File: src/rtl/rr_completion_ctrl.sv
// rr_completion_ctrl: in-order writeback and single-target recovery driver for the register-rename unit.
// Optional protocol checking is enabled by defining RRC_PROTO_CHECK_EN.
module rr_completion_ctrl #(
  parameter int INSTR_COUNT = 2,
  parameter int C_NUM = 4,
  parameter int K = 8,
  localparam int DEPTH = (C_NUM-1)*K,
  localparam int ROB_W = $clog2(DEPTH),
  localparam int RHT_W = $clog2(C_NUM*K),
  localparam int OCC_W = $clog2(DEPTH+1)
) (
  input  logic                                clk,
  input  logic                                rst_n,
  input  logic                                alloc_en_i,
  input  logic [INSTR_COUNT-1:0][ROB_W-1:0]   alloc_rob_id_i,
  input  logic [INSTR_COUNT-1:0][RHT_W-1:0]   alloc_rht_id_i,
  input  logic                                wb_go_i,
  input  logic                                rec_req_i,
  input  logic [ROB_W-1:0]                    rec_age_i,
  input  logic                                rec_busy_i,
  output logic [INSTR_COUNT-1:0]              wb_en_o,
  output logic [INSTR_COUNT-1:0][ROB_W-1:0]   rec_rob_id_o,
  output logic [RHT_W-1:0]                    rec_rht_id_o,
  output logic                                rec_en_o,
  output logic                                full_o,
  output logic [OCC_W-1:0]                    occupancy_o,
  output logic                                err_o
);
  typedef enum logic [1:0] {RUN, REC_ISSUE, REC_WAIT} state_t;
  state_t state_q, state_d;
  logic [ROB_W-1:0] fifo_rob_q [DEPTH];
  logic [RHT_W-1:0] fifo_rht_q [DEPTH];
  logic [ROB_W-1:0] head_q, head_d, tail_q, tail_d, rec_idx;
  logic [OCC_W-1:0] occ_q, occ_d, n_wb;
  logic [INSTR_COUNT-1:0] wb_en_q, wb_en_d;
  logic [INSTR_COUNT-1:0][ROB_W-1:0] rec_rob_id_q, rec_rob_id_d;
  logic [RHT_W-1:0] rec_rht_id_q, rec_rht_id_d;
  logic rec_en_q, rec_en_d, full_q, full_d, err_q, err_d;
  logic rec_ok, ovf, ids_bad, push, do_wb;
  // Pointer sums stay below 2*DEPTH, so one conditional subtract wraps them.
  function automatic logic [ROB_W-1:0] wrap(input logic [ROB_W:0] x);
    return (x >= (ROB_W+1)'(DEPTH)) ? ROB_W'(x - (ROB_W+1)'(DEPTH)) : ROB_W'(x);
  endfunction
  always_comb begin
    ids_bad = 1'b0;
`ifdef RRC_PROTO_CHECK_EN
    for (int i = 0; i < INSTR_COUNT; i++)
      ids_bad = ids_bad | (int'(alloc_rob_id_i[i]) >= DEPTH) | (int'(alloc_rht_id_i[i]) >= C_NUM*K);
`endif
  end
  assign rec_ok  = rec_req_i && (int'(rec_age_i) < int'(occ_q));
  assign ovf     = int'(occ_q) + INSTR_COUNT > DEPTH;
  assign do_wb   = wb_go_i && !rec_req_i && !rec_busy_i;
  assign rec_idx = wrap({1'b0, head_q} + {1'b0, rec_age_i});
  assign push    = state_q == RUN && !rec_ok && alloc_en_i && !ovf && !ids_bad;
  assign n_wb    = (state_q != RUN || rec_ok || !do_wb) ? '0 :
                   (occ_q < OCC_W'(INSTR_COUNT)) ? occ_q : OCC_W'(INSTR_COUNT);
  always_comb begin
    state_d      = state_q;
    head_d       = wrap({1'b0, head_q} + (ROB_W+1)'(n_wb));
    tail_d       = push ? wrap({1'b0, tail_q} + (ROB_W+1)'(INSTR_COUNT)) : tail_q;
    occ_d        = occ_q + (push ? OCC_W'(INSTR_COUNT) : '0) - n_wb;
    wb_en_d      = '0;
    rec_en_d     = 1'b0;
    rec_rob_id_d = rec_rob_id_q;
    rec_rht_id_d = rec_rht_id_q;
    for (int i = 0; i < INSTR_COUNT; i++)
      if (OCC_W'(i) < n_wb) begin
        wb_en_d[i]      = 1'b1;
        rec_rob_id_d[i] = fifo_rob_q[wrap({1'b0, head_q} + (ROB_W+1)'(i))];
      end
    if (state_q == RUN && rec_ok) begin
      state_d         = REC_ISSUE;
      rec_en_d        = 1'b1;
      rec_rob_id_d[0] = fifo_rob_q[rec_idx];
      rec_rht_id_d    = fifo_rht_q[rec_idx];
      tail_d          = wrap({1'b0, rec_idx} + 1'b1);
      occ_d           = OCC_W'(rec_age_i) + 1'b1;
    end else if (state_q == REC_ISSUE) begin
      state_d = REC_WAIT;
    end else if (state_q == REC_WAIT && !rec_busy_i) begin
      state_d = RUN;
    end
    full_d = int'(occ_d) > DEPTH - INSTR_COUNT;
`ifdef RRC_PROTO_CHECK_EN
    err_d = err_q | (state_q == RUN && ((alloc_en_i && !rec_ok && (ovf || ids_bad)) || (rec_req_i && !rec_ok)));
`else
    err_d = 1'b0;
`endif
  end
  always_ff @(posedge clk) begin
    if (!rst_n) begin
      state_q      <= RUN;
      head_q       <= '0;
      tail_q       <= '0;
      occ_q        <= '0;
      wb_en_q      <= '0;
      rec_en_q     <= 1'b0;
      rec_rob_id_q <= '0;
      rec_rht_id_q <= '0;
      full_q       <= 1'b0;
      err_q        <= 1'b0;
    end else begin
      state_q      <= state_d;
      head_q       <= head_d;
      tail_q       <= tail_d;
      occ_q        <= occ_d;
      wb_en_q      <= wb_en_d;
      rec_en_q     <= rec_en_d;
      rec_rob_id_q <= rec_rob_id_d;
      rec_rht_id_q <= rec_rht_id_d;
      full_q       <= full_d;
      err_q        <= err_d;
    end
  end
  always_ff @(posedge clk) begin
    if (push)
      for (int i = 0; i < INSTR_COUNT; i++) begin
        fifo_rob_q[wrap({1'b0, tail_q} + (ROB_W+1)'(i))] <= alloc_rob_id_i[i];
        fifo_rht_q[wrap({1'b0, tail_q} + (ROB_W+1)'(i))] <= alloc_rht_id_i[i];
      end
  end
  assign wb_en_o      = wb_en_q;
  assign rec_en_o     = rec_en_q;
  assign rec_rob_id_o = rec_rob_id_q;
  assign rec_rht_id_o = rec_rht_id_q;
  assign full_o       = full_q;
  assign occupancy_o  = occ_q;
  assign err_o        = err_q;
endmodule
File: config.mk
export PLATFORM = sky130hd
export DESIGN_NAME = rr_completion_ctrl
export DESIGN_NICKNAME = d
export VERILOG_FILES = /design/src/rtl/rr_completion_ctrl.sv
export SDC_FILE = /design/constraint.sdc
export NUM_CORES = 1
export LEC_CHECK = 0
export ABC_AREA = 1
export CAP_MARGIN = 10
export CORE_MARGIN = 1
export CORE_UTILIZATION = 45
export CTS_BUF_LIST = sky130_fd_sc_hd__clkbuf_8
export DETAILED_ROUTE_END_ITERATION = 10
export PLACE_DENSITY_LB_ADDON = 0.25
export SLEW_MARGIN = 30
export SYNTH_ARGS = -nofsm -noshare
export SYNTH_HDL_FRONTEND = slang
export SYNTH_SLANG_ARGS = --single-unit
File: constraint.sdc
create_clock -name clk -period 4.29 [get_ports clk]
set_input_delay 0.858 -clock clk [delete_from_list [all_inputs] [get_ports clk]]
set_output_delay 0.858 -clock clk [all_outputs]
set_load 0.01 [all_outputs]
==> results of run 1 <==
## flip-flops by register name, summed over array words and instances (netlist names)
name / cells
rec_rob_id_o: 10
wb_en_o: 2
fifo_rob_q: 120
state_q: 2
occupancy_o: 5
head_q: 5
rec_en_o: 1
full_o: 1
rec_rht_id_o: 5
tail_q: 5
fifo_rht_q: 120
## cell families after synthesis
family	after synthesis	share of synthesized area
adder cells (fa/ha/maj)	36	0.0279
AND/OR/NAND/NOR	911	0.218
multiplexers	5	0.00291
flip-flops	276	0.460
XOR/XNOR	14	0.00756
buffers and inverters	340	0.0783
AO/OA/AOI/OAI	663	0.205
other	1	0.000218
## critical path, delay by kind of cell
family,cells,cell delay (ns)
buf+inv,3,0.61
compound gates,3,0.45
simple gates,5,0.68
fa+ha+maj,4,1.51
## how the worst max path moves through the flow
stage	endpoint	cells past startpoint	slack, ns
floorplan	full_o	14	0.80
global placement	full_o	14	0.18
detailed placement	full_o	15	0.08
CTS	full_o	15	0.71
global route	full_o	14	0.38
finish	full_o	15	0.65
## final cells by class
cell class                 instances  area [um^2]  area share
clock buffer                      55          757      0.0393
clock inverter                    32          143     0.00741
inverter                         155          582      0.0302
multi-input combinational       1630         7960       0.413
sequential                       276         7930       0.412
tap                              511          639      0.0332
timing repair buffer             149         1240      0.0646
## layout by cell type (no fill, tap or decap), types with 2 or more instances in the layout
master,synthesis,final
nand3_1,168,168
clkbuf_8,0,55
fa_1,4,3
o21bai_1,6,6
o2111ai_1,2,2
a21oi_1,105,105
o21ai_1,70,70
mux2i_1,5,5
o221ai_1,11,11
or2_2,3,3
o22ai_1,24,24
ha_1,32,31
dfxtp_1,36,35
a31oi_1,3,3
inv_2,3,4
buf_12,0,2
a211oi_1,2,2
nor2_4,3,3
inv_1,150,165
edfxtp_1,240,240
nor2_2,4,4
o211ai_1,40,40
nand2_1,564,564
o21ai_0,397,397
xor2_1,10,10
nor2_1,143,143
xnor2_1,3,3
buf_4,2,93
buf_2,42,7
clkinv_2,0,5
nand4_1,18,18
clkdlybuf4s50_1,0,47
clkinv_1,2,11
## cell usage after synthesis
cell / count / share of area
ha_1: 32 / 0.023
nor3_2: 1 / 0.00058
a211oi_1: 2 / 0.00087
nand3_2: 1 / 0.00058
buf_4: 2 / 0.00087
edfxtp_1: 240 / 0.42
o21bai_1: 6 / 0.0026
clkbuf_2: 10 / 0.0029
or2_1: 1 / 0.00036
o21ai_2: 1 / 0.00051
o21ai_1: 70 / 0.020
buf_1: 32 / 0.0070
nand4_2: 1 / 0.00073
nand2_1: 564 / 0.12
or2_0: 1 / 0.00036
conb_1: 1 / 0.00022
a31oi_1: 3 / 0.0011
o2111ai_1: 2 / 0.0010
inv_2: 3 / 0.00065
inv_1: 150 / 0.033
or2_2: 3 / 0.0011
a22o_1: 1 / 0.00051
clkbuf_1: 99 / 0.022
xor2_2: 1 / 0.00094
o22ai_1: 24 / 0.0087
dfxtp_1: 36 / 0.042
clkinv_1: 2 / 0.00044
nor2_2: 4 / 0.0015
xnor2_1: 3 / 0.0015
nand2_2: 1 / 0.00036
nor2_4: 3 / 0.0020
o21ai_0: 397 / 0.12
mux2i_1: 5 / 0.0029
a21oi_1: 105 / 0.031
fa_1: 4 / 0.0047
o211ai_1: 40 / 0.017
o221ai_1: 11 / 0.0056
nor3_1: 1 / 0.00029
o31ai_1: 1 / 0.00044
and2_1: 1 / 0.00036
buf_2: 42 / 0.012
nand4_1: 18 / 0.0065
nor2_1: 143 / 0.031
nand3_1: 168 / 0.049
xor2_1: 10 / 0.0051
## layer usage
layer | track usage | part of all wire | vias to the layer above | routed length [um]
met5 | 0 | 0.00021 | - | 12
met4 | 0.154 | 0.046 | 2 | 2600
met3 | 0.0505 | 0.097 | 170 | 5500
met2 | 0.464 | 0.45 | 898 | 25500
met1 | 0.384 | 0.41 | 7438 | 22900
li1 | - | - | 7729 | -
## metrics by stage
step / hold slack [ns] / std cells / cell area, um^2
final: 0.464 / 2808 / 19300
after global routing: 0.488 / 2808 / 19300
after CTS: 0.468 / 2808 / 19300
after detailed placement: 0.459 / 2721 / 18400
after global placement: 0.451 / 2721 / 18400
after floorplan: 0.443 / 2246 / 17200
## where the power goes
group | internal [uW] | switching (uW) | leakage, uW
Sequential | 3250 | 177 | 0.00246
Combinational | 921 | 1800 | 0.00500
Clock | 1170 | 1140 | 0.000529
Total | 5340 | 3120 | 0.00800
==> results.toml, run 1 <==
[run_status]
status = "finished clean"

[critical_path]
r2r-start = "occupancy_o[2]"
crit_start = "rec_age_i[4]"
crit_required_ns = 4.76
crit_path_end_kind = "flip-flop"
rr_worst_depth = 16
slowest_delay_ns = 0.51
cp_max_fo = 6
reg2reg_slack_ns = 0.81
cpMaxStageDelayCell = "fa_1"
crit_chain = "clkdlybuf4s50_1 -> ha_1 -> nand2_1 -> o21bai_1 -> nand4_2 -> nand4_1 -> inv_1 -> fa_1 -> inv_1 -> ha_1 -> fa_1 -> o21ai_0 -> nor2_1 -> nand2_1 -> a21oi_1"
cp_data_arrival_time_ns = 4.12
worstSetupPathType = "in2reg"
reg2reg_to = "full_o"
crit_path_start_kind = "input pin"

[synth]
synthesis.area_mm2 = 0.0172
synth_nets = 2313
yosysSeqAreaShare = 0.460
syn_area_per_cell_um2 = 7.67
ys.warnings.count = 0
synth_seq_cells = 276
netlist_instances = 2246
synth_cell_types = 45

[worst_hold_path]
hp-class = "reg2reg"
hold_depth = 2
hold_end = "state_q[0]"
min-delay-start = "state_q[1]"

[clock_network]
postCtsSetupBuffers = 0
ctsResizeCount = 0
cts_root_buf = "clkbuf_8"
clk_pin_slew_ns = 0.06
cts_tree = "yes"
clk_latency_ns = 0.65
htreeDepth = 2
cts.sinks = 276
hold_buffers = 0
cts_buffers = 47
ctsLongestPathBuffers = 3

[placement]
hpwl_um = 37800
io_buffers = 54
pre_cts_ws_ns = 0.0796
routabilityCongestion = 0.929

[timing]
fin_setup_tns_ns = 0
period_share = 0.849
min_period_ns = 3.64
hold_viol_final = 0
fin_skew_ns = 0.0580
rsz0062_at_grt = "no"
max-slew-margin-rel = 0.360
fmax_mhz = 275
worst_pin_slew_ns = 0.954
setup_viol = 0
slew_viol_final = 0
setup_ws_ns = 0.648

[global_route]
gr-total-overflow = 0
grt_pass1_vias = 15531
grt_start_max_net_pins = 104
antenna_found_initial = 1
track_usage = 0.293
grt_pass1_wl_um = 87200

[floorplanning]
core-area_mm2 = 0.0377
die_w_um = 198
dieArea_mm2 = 0.0391
rows = 71
initial_utilization = 0.457
die_y_um = 198
ios = 56

[power_and_ir_drop]
powerDensity_mw_per_mm2 = 439
p_leak_uw = 0.00800
power.total_uw = 8450
ir_worst_vdd_v = 0.000247

[routing]
routed_wl_um = 56600
wire_per_inst_um = 20.2
vias_per_cell = 5.78
remaining_drc_errors = 0
vias = 16237
final_antenna_net_count = 0
drt_pass1_iterations = 6
drt-initial-drc-count = 1819

[layout]
fin_util = 0.511
nFillCells = 3598
antenna_cells = 0
areaGrowthSynthToFinish_pct = 11.8
nNetsFinal = 2326
drive_gt1_frac = 0.0814

[flow_run]
drv_cap = 0
No activity file was read; power rests on OpenSTA's default activity.
==> inputs of run 2 (changes only) <==
Clock period 4.29 ns to 3.01 ns, I/O delays scaled along.
==> results.toml, run 2 (same netlist as run 1, synthesis figures left out) <==
[clock_network]
ctsLongestPathBuffers = 3
cts_tree = "yes"
htreeDepth = 2
cts_buffers = 48
clk_pin_slew_ns = 0.06
clk_latency_ns = 0.67
cts.sinks = 276
cts_root_buf = "clkbuf_8"

[placement]
dp.cells = 2837
io_buffers = 54
hpwl_um = 40100
routabilityCongestion = 0.944

[timing]
hold_viol_final = 0
fin_skew_ns = 0.0622
min_period_ns = 2.93
fin_setup_tns_ns = 0
holdWs_ns = 0.471
fmax_mhz = 341
slew_viol_final = 0
rsz0062_at_grt = "yes"
setup_viol = 0
max-slew-margin-rel = 0.459
worst_pin_slew_ns = 0.812
period_share = 0.974

[critical_path]
crit_chain = "inv_2 -> ha_4 -> nand2_4 -> o21bai_4 -> nand4_4 -> nand2_4 -> nor2_4 -> inv_2 -> fa_1 -> inv_2 -> ha_4 -> fa_2 -> o21ai_2 -> nor2_1 -> nand2_1 -> a21oi_1"
worst_path_most_repeated_cell = "inv_2"
reg2reg_to = "full_o"
crit_start = "occupancy_o[4]"
reg2reg_slack_ns = 0.08
cpLargestDelayFamily = "adder cells"
cp_data_arrival_time_ns = 3.53
rr_worst_depth = 16
cp_max_fo = 3
slowest_delay_ns = 0.54
crit_path_start_kind = "flip-flop"
r2r-start = "occupancy_o[4]"
cpMaxStageDelayCell = "fa_1"
crit_path_end_kind = "flip-flop"
crit_required_ns = 3.60
worstSetupPathType = "reg2reg"
crit_path_end = "full_o"
critical_path_buf_inv_count = 3
cp.depth = 16

[power_and_ir_drop]
powerDensity_mw_per_mm2 = 623
seqPwrFrac = 0.378
pwr-share-comb = 0.355
cell_internal_pwr_uw = 8190
power_frac_clock = 0.267
p_leak_uw = 0.00867
power.switching_uw = 4620
ir_worst_vdd_v = 0.000584
switching_share = 0.360

[flow_run]
drv_cap = 0

[layout]
seqCellArea_mm2 = 0.00794
antenna_cells = 0
nNetsFinal = 2444
multi_input_area_mm2 = 0.00808
mostFrequentLayoutCell = "nand2_1"
fin_util = 0.546
layout_common_cells = "nand2_1 (563), o21ai_0 (389), edfxtp_1 (240)"
drive_gt1_frac = 0.134
layout.cells.non_filler = 2928
nFillCells = 3546
areaGrowthSynthToFinish_pct = 19.3

[global_route]
track_usage = 0.299
gr-total-overflow = 0
grt_pass1_vias = 15884
grt_start_max_net_pins = 92
antenna_found_initial = 0
grt_pass1_wl_um = 89300

[floorplanning]
die_y_um = 198
dieArea_mm2 = 0.0391
core-area_mm2 = 0.0377
initial_utilization = 0.457
ios = 56
die_w_um = 198
rows = 71

[routing]
routed_wl_um = 57600
final_antenna_net_count = 0
drt-initial-drc-count = 2129
drt_pass1_iterations = 6
remaining_drc_errors = 0
wire_per_inst_um = 19.7
vias_per_cell = 5.77
vias = 16881

[worst_hold_path]
hp-class = "reg2reg"

[run_status]
status = "finished clean"
## run 2: metrics by stage
stage | power (uW) | instance area [um^2] | setup slack [ns]
3_3_place_gp | 9220 | 19500 | -0.659
6_report | 12800 | 20500 | 0.0769
3_5_place_dp | 9290 | 19500 | -0.697
2_1_floorplan | 7400 | 17300 | -0.129
4_1_cts | 12700 | 20500 | 0.0117
5_1_grt | 13500 | 20500 | -0.0540
## run 2: power groups by stage
stage	logic, uW	clock network, uW	registers [uW]
5_1_grt	5010	3620	4870
2_1_floorplan	2510	0	4890
3_5_place_dp	4390	0	4900
4_1_cts	4410	3450	4820
3_3_place_gp	4330	0	4890
6_report	4550	3420	4840
## run 2: area by class of cell
type	count	share of cell area
Tap cell	511	0.0311
Multi-Input combinational cell	1630	0.393
Clock buffer	55	0.0368
Sequential cell	276	0.386
Timing Repair Buffer	266	0.116
Inverter	155	0.0283
Clock inverter	35	0.00889
## run 2: worst reg2reg max path: cells and delay by family (launching register included)
kind	cells	cell delay, ns
compound gates	3	0.34
fa+ha+maj	4	1.52
buf+inv	3	0.16
flops	1	0.33
simple gates	6	0.55
## run 2: layer usage
layer	part of all wire	track usage	up-vias
li1	-	-	7968
met5	0	0	-
met3	0.090	0.0452	173
met1	0.41	0.395	7825
met4	0.043	0.137	0
met2	0.46	0.485	915
## run 2: worst min path at each step
stage	from	endpoint	slack, ns	depth (start not counted)
3_5_place_dp	rec_rht_id_o[3]	rec_rht_id_o[3]	0.46	2
2_1_floorplan	state_q[1]	state_q[0]	0.44	2
3_3_place_gp	state_q[0]	state_q[0]	0.46	2
5_1_grt	rec_rob_id_o[8]	rec_rob_id_o[8]	0.49	2
6_report	state_q[1]	state_q[0]	0.47	2
4_1_cts	state_q[1]	state_q[0]	0.47	2
## run 2: what timing repair did
action	in CTS	in global routing
setup buffers	0	1
endpoints found under the hold margin	0	0
endpoints found under the setup margin	2	20
pin swaps	3	9
hold buffers	0	0
resized for setup	2	23
